[config.mk]
export PLATFORM = sky130hd
export DESIGN_NAME = uart_tx_mmio
export DESIGN_NICKNAME = d
export VERILOG_FILES = /design/src/rtl/uart_tx_mmio.sv
export SDC_FILE = /design/constraint.sdc
export NUM_CORES = 1
export LEC_CHECK = 0
export CAP_MARGIN = 20
export CORE_MARGIN = 1
export CORE_UTILIZATION = 30
export DETAILED_ROUTE_END_ITERATION = 10
export GPL_TIMING_DRIVEN = 1
export SLEW_MARGIN = 10
export SYNTH_ARGS = -nofsm -noshare
export SYNTH_HDL_FRONTEND = slang
export SYNTH_SLANG_ARGS = --single-unit
[constraint.sdc]
create_clock -name clk -period 4.3 [get_ports clk]
set_input_delay 1.075 -clock clk [delete_from_list [all_inputs] [get_ports clk]]
set_output_delay 1.075 -clock clk [all_outputs]
set_load 0.01 [all_outputs]
[src/rtl/uart_tx_mmio.sv]
// uart_tx_mmio
// Memory-mapped 8N1 UART transmitter for console output from firmware.
// Bytes written to TXDATA are queued in a small circular FIFO and shifted
// out LSB first on tx. Each bit lasts DIVISOR+1 clocks.
//
// Register map (word offsets):
//   0 TXDATA  (W)   push wdata[7:0]; reads return 0
//   1 STATUS  (R/W) bit0 full, bit1 empty, bit2 busy, bit3 overflow (W1C),
//                   bit4 IE
//   2 DIVISOR (R/W) bits[15:0]
//   3 reserved      reads 0, writes ignored
//
// Ports:
//   clk, rst   system clock, asynchronous active-high reset
//   req, we    single-cycle access strobe and write enable
//   addr       word offset
//   wdata      write data
//   rdata, ack registered read data and one-cycle completion pulse
//   tx         serial output, idle high
//   irq        transmit-idle interrupt
//
// Build option: define UART_TX_IRQ_EN to make STATUS.IE writable and drive
// irq = IE & empty & ~busy (registered). Without it IE reads 0 and irq is 0.
module uart_tx_mmio #(
  parameter int          FIFO_DEPTH = 4,
  parameter logic [15:0] DIV_RESET  = 16'd433
) (
  input  logic        clk,
  input  logic        rst,
  input  logic        req,
  input  logic        we,
  input  logic [1:0]  addr,
  input  logic [31:0] wdata,
  output logic [31:0] rdata,
  output logic        ack,
  output logic        tx,
  output logic        irq
);

  localparam int          AW       = (FIFO_DEPTH > 1) ? $clog2(FIFO_DEPTH) : 1;
  localparam logic [AW:0] FULL_CNT = FIFO_DEPTH[AW:0];

  typedef enum logic [1:0] {IDLE, START, DATA, STOP} state_t;

  state_t        state;
  state_t        state_nxt;

  logic [7:0]    mem [FIFO_DEPTH];
  logic [AW-1:0] wptr;
  logic [AW-1:0] rptr;
  logic [AW:0]   count;

  logic [15:0]   divisor;
  logic [15:0]   div_lat;
  logic [15:0]   baud_cnt;
  logic [2:0]    bit_idx;
  logic [7:0]    shreg;
  logic          ovf;
  logic          ie;

  logic          full;
  logic          empty;
  logic          busy;
  logic          bit_done;
  logic          pop;
  logic          wr_data;
  logic          wr_status;
  logic          wr_div;
  logic          push_ok;
  logic          push_drop;
  logic [31:0]   rd_val;
  logic          unused_wdata;

  assign full      = (count == FULL_CNT);
  assign empty     = (count == '0);
  assign busy      = (state != IDLE);
  assign bit_done  = (baud_cnt == div_lat);
  assign pop       = (state == IDLE) && !empty;

  assign wr_data   = req && we && (addr == 2'd0);
  assign wr_status = req && we && (addr == 2'd1);
  assign wr_div    = req && we && (addr == 2'd2);
  // A push into a full FIFO still lands if the shifter frees a slot the
  // same cycle; only a push with no simultaneous pop is dropped.
  assign push_ok   = wr_data && (!full || pop);
  assign push_drop = wr_data && full && !pop;

  assign unused_wdata = ^wdata[31:16];

  // ---- bus register file and read path ----
  always_comb begin
    rd_val = 32'd0;
    case (addr)
      2'd1:    rd_val = {27'd0, ie, ovf, busy, empty, full};
      2'd2:    rd_val = {16'd0, divisor};
      default: rd_val = 32'd0;
    endcase
  end

  always_ff @(posedge clk or posedge rst) begin
    if (rst) begin
      ack     <= 1'b0;
      rdata   <= 32'd0;
      divisor <= DIV_RESET;
      ovf     <= 1'b0;
    end else begin
      ack     <= req;
      rdata   <= (req && !we) ? rd_val : 32'd0;
      if (wr_div) divisor <= wdata[15:0];
      if (push_drop)                   ovf <= 1'b1;
      else if (wr_status && wdata[3])  ovf <= 1'b0;
    end
  end

`ifdef UART_TX_IRQ_EN
  always_ff @(posedge clk or posedge rst) begin
    if (rst) begin
      ie  <= 1'b0;
      irq <= 1'b0;
    end else begin
      if (wr_status) ie <= wdata[4];
      irq <= ie && empty && !busy;
    end
  end
`else
  assign ie  = 1'b0;
  assign irq = 1'b0;
`endif

  // ---- transmit FIFO ----
  always_ff @(posedge clk or posedge rst) begin
    if (rst) begin
      wptr  <= '0;
      rptr  <= '0;
      count <= '0;
    end else begin
      if (push_ok) wptr <= wptr + 1'b1;
      if (pop)     rptr <= rptr + 1'b1;
      count <= count + {{AW{1'b0}}, push_ok} - {{AW{1'b0}}, pop};
    end
  end

  // Storage and shift data carry no reset; control decides when they matter.
  always_ff @(posedge clk) begin
    if (push_ok) mem[wptr] <= wdata[7:0];
    if (pop) begin
      shreg   <= mem[rptr];
      div_lat <= divisor;
    end else if ((state == DATA) && bit_done) begin
      shreg   <= {1'b0, shreg[7:1]};
    end
  end

  // ---- serialiser ----
  always_ff @(posedge clk or posedge rst) begin
    if (rst) state <= IDLE;
    else     state <= state_nxt;
  end

  always_comb begin
    state_nxt = state;
    case (state)
      IDLE:    if (!empty)                        state_nxt = START;
      START:   if (bit_done)                      state_nxt = DATA;
      DATA:    if (bit_done && (bit_idx == 3'd7)) state_nxt = STOP;
      STOP:    if (bit_done)                      state_nxt = IDLE;
      default:                                    state_nxt = IDLE;
    endcase
  end

  always_ff @(posedge clk or posedge rst) begin
    if (rst) begin
      baud_cnt <= 16'd0;
      bit_idx  <= 3'd0;
    end else if (pop) begin
      baud_cnt <= 16'd0;
      bit_idx  <= 3'd0;
    end else if (busy) begin
      if (bit_done) begin
        baud_cnt <= 16'd0;
        if (state == DATA) bit_idx <= bit_idx + 3'd1;
      end else begin
        baud_cnt <= baud_cnt + 16'd1;
      end
    end
  end

  // tx is decoded straight from state so reset forces it high immediately.
  always_comb begin
    tx = 1'b1;
    case (state)
      START:   tx = 1'b0;
      DATA:    tx = shreg[0];
      default: tx = 1'b1;
    endcase
  end

endmodule

==> metrics.txt <==
status=completed; adder-cell share of the synthesized area=between 4 and 5%; Post-Syn Area=0.005127 sq mm; largest net degree at the start of global routing=41; Die Ht=132.7 um; min Tclk post-route=3151 ps; DRT Wirelength=9369 um; layout cells sized above 1=~18%; power after layout=3.732 mW; max_cap viols=0; vias in the first global route=2960; Synth cell types=48; clock buffer count from CTS=17; Initial DRC Count=171; worst hold slack=464.1 ps; Slew Viols, Final=0; Critical Path Slowest Stage Cell=clkdlybuf4s50_1; clock root cell=clkbuf_16; Gate Count Post-Synth=357; Internal=roughly 2.6 mW; via count=approximately 2900; Final Cell Area=just over 0.006 sq mm; synth warn=0; post-synthesis simple-gate area fraction=under 10%; Worst Path Max Fanout=10; max_slew headroom=between 40% and 50%; top cell type by total area after synthesis=edfxtp_1; Reg power frac=44.6%; hpwl dp=6501 um; largest cells by area after synthesis=edfxtp_1 (33%), dfrtp_1 (28%), mux2_2 (5.1%); # fillers=1561; area growth from synthesis to layout=21.33%; Gate power share=22.9%; period utilization=73.29%; gpl congestion=approximately 0.76; Post-synth EDFFs=56; Worst Max-Slew Pin Slew=888.6 ps; clock share of power=about a third; Most used DFF post-synth=dfrtp_1; Core Box Area=0.01664 sq mm; LEAKAGE=2.464 nW; CP bufs+invs=2; CTS tree=done; first-pass GRT wire length=approximately 15000 um; gr usage total=11.64%; CP endpoint kind=output pin; Final Non-Filler Cells=641; Clock Latency Late Sink=410 ps; Area after DPL=roughly 0.0057 sq mm; most frequent cell after synthesis=dfrtp_1; clk slew on worst S/H paths=50 ps; unrepaired setup endpoints after global routing=no; DR pass1 iterations=4; top-area cell type share of the netlist area=32.80%; final setup fails=0; Worst EP arrival=2080 ps; Cell Chain, Critical Path=inv_1 > ha_1 > nand2_1 > o21ai_0 > clkdlybuf4s50_1; Seq. cell area=0.003239 sq mm; crit path kind=reg2out; Die ar.=0.01762 sq mm; hold violation total from the final report=0; maximum vdd drop=327.8 uV; Clock Path Buffers=2; main combinational cell family by area after synthesis=simple AND/OR/NAND/NOR gates; crit-path leading delay family=buffers and inverters; remaining global-route overflow=0; post-CTS sizing=0; Post-DRT Antenna Nets=0; Setup Skew=9.871 ps; Fmax=317.3 MHz; Starting Density=30.81%; Hold Crit Class=reg2reg; synthesis-stage register bit count=118; sw frac=29.02%; Post-CTS Setup Bufs=0; Worst Path Required=3220 ps; # H-tree levels=4; Synth async-reset ratio=52.54%; Routed wire per std cell=14.62 um; row cnt=47; DRC viols=0; sequential element share of the synthesized area=63.18%; delay of the slowest critical-path stage=between 500 and 600 ps; Compound-Gate Fraction of Synth Area=3.001%; number of vias per cell=~4.5; area of the multi-input gates=0.001709 sq mm; hold_buf cts=0; Post-Place Cells=609; Net Sw Power=1.083 mW; port bufs=39; xor/xnor share of the synthesized area=under 10%; most common library cells after synthesis=dfrtp_1 (57), edfxtp_1 (56), mux2_2 (23), xnor2_1 (23), nor2_1 (20); ANT cells=0; pwr dens=599.9 mW/mm^2; CP startpoint kind=flip-flop; multiplexer share of the synthesized area=9.248%; Die W=132.7 um; Avg Cell Area, Syn=around 14 sq um; Sinks on Clock Net=118; initial antenna violation count=0; I/O Pins=73; total negative slack=0 ps; Nets=464
## power by group through the flow
stage / Sequential [mW] / Combinational (mW) / Clock [mW]
5_1_grt: 1.70 / 0.946 / 1.29
3_3_place_gp: 1.68 / 0.830 / 0
2_1_floorplan: 1.60 / 0.710 / 0
3_5_place_dp: 1.69 / 0.859 / 0
6_report: 1.67 / 0.853 / 1.21
4_1_cts: 1.67 / 0.866 / 1.24
## per-layer routing
layer / vias up / global-route usage, % / routed length, um
met3: 9 / 3.372 / 295
met1: 1437 / 14.48 / 4296
met4: 0 / 4.598 / 77
met5: - / 0 / 0
met2: 72 / 19.06 / 4699
li1: 1337 / - / -
## layout make-up
cell class	count	area share, %
Sequential cell	118	52.07
Multi-Input combinational cell	212	27.47
Clock buffer	21	7.401
Timing Repair Buffer	42	6.637
Tap cell	220	4.425
Inverter	17	1.026
Clock inverter	11	0.9654
## sequential cells by signal (all words and copies together) (netlist names)
register / count
rptr: 2
count: 3
div_lat: 16
state: 2
rdata: 16
ovf: 1
mem: 32
wptr: 2
shreg: 8
divisor: 16
ack: 1
baud_cnt: 16
bit_idx: 3
## cell families after synthesis
logic type | after synthesis
muxes | 34
AOI/OAI and AO/OA | 20
xor gates and xnor gates | 33
DFF | 118
adders and majority gates | 18
buffers and inverters | 43
other | 1
and+or+nand+nor | 90
## final timing paths
path | start | end | slack, ps | cells after the start
worst min-delay path | divisor[15]$_DFFE_PP0P_ | div_lat[15]$_DFFE_PN_ | 460 | 0
worst max register to register | state[0]$_DFFE_PP0P_ | count[2]$_DFF_PP0_ | 1260 | 13
min in group asynchronous | rst | divisor[15]$_DFFE_PP0P_ | 1140 | 2
worst max-delay path | state[0]$_DFFE_PP0P_ | tx | 1150 | 5
worst min register to register | divisor[15]$_DFFE_PP0P_ | div_lat[15]$_DFFE_PN_ | 460 | 0
max in group asynchronous | rst | divisor[4]$_DFFE_PP1P_ | 2270 | 3
## placed cells by master (no fill, tap or decap), types with 5 or more instances in the layout
cell	n
nand2_1	16
conb_1	17
clkinv_2	9
nand3_1	12
edfxtp_1	56
mux2_2	23
dfstp_2	5
xor2_1	10
nor2_1	20
inv_1	15
ha_1	17
clkbuf_16	17
xnor2_1	23
dfrtp_1	57
nand4_1	11
clkdlybuf4s50_1	39
and2_1	17
mux4_2	8
## per-stage QoR
stage	setup WS [ps]	util [%]
after floorplan	1276	-
after global placement	838.9	34.25
after detailed placement	784.9	34.25
after CTS	1109	37.38
after global routing	1011	37.38
final	1149	37.38
Note: power is estimated with default switching activity, not from simulation.
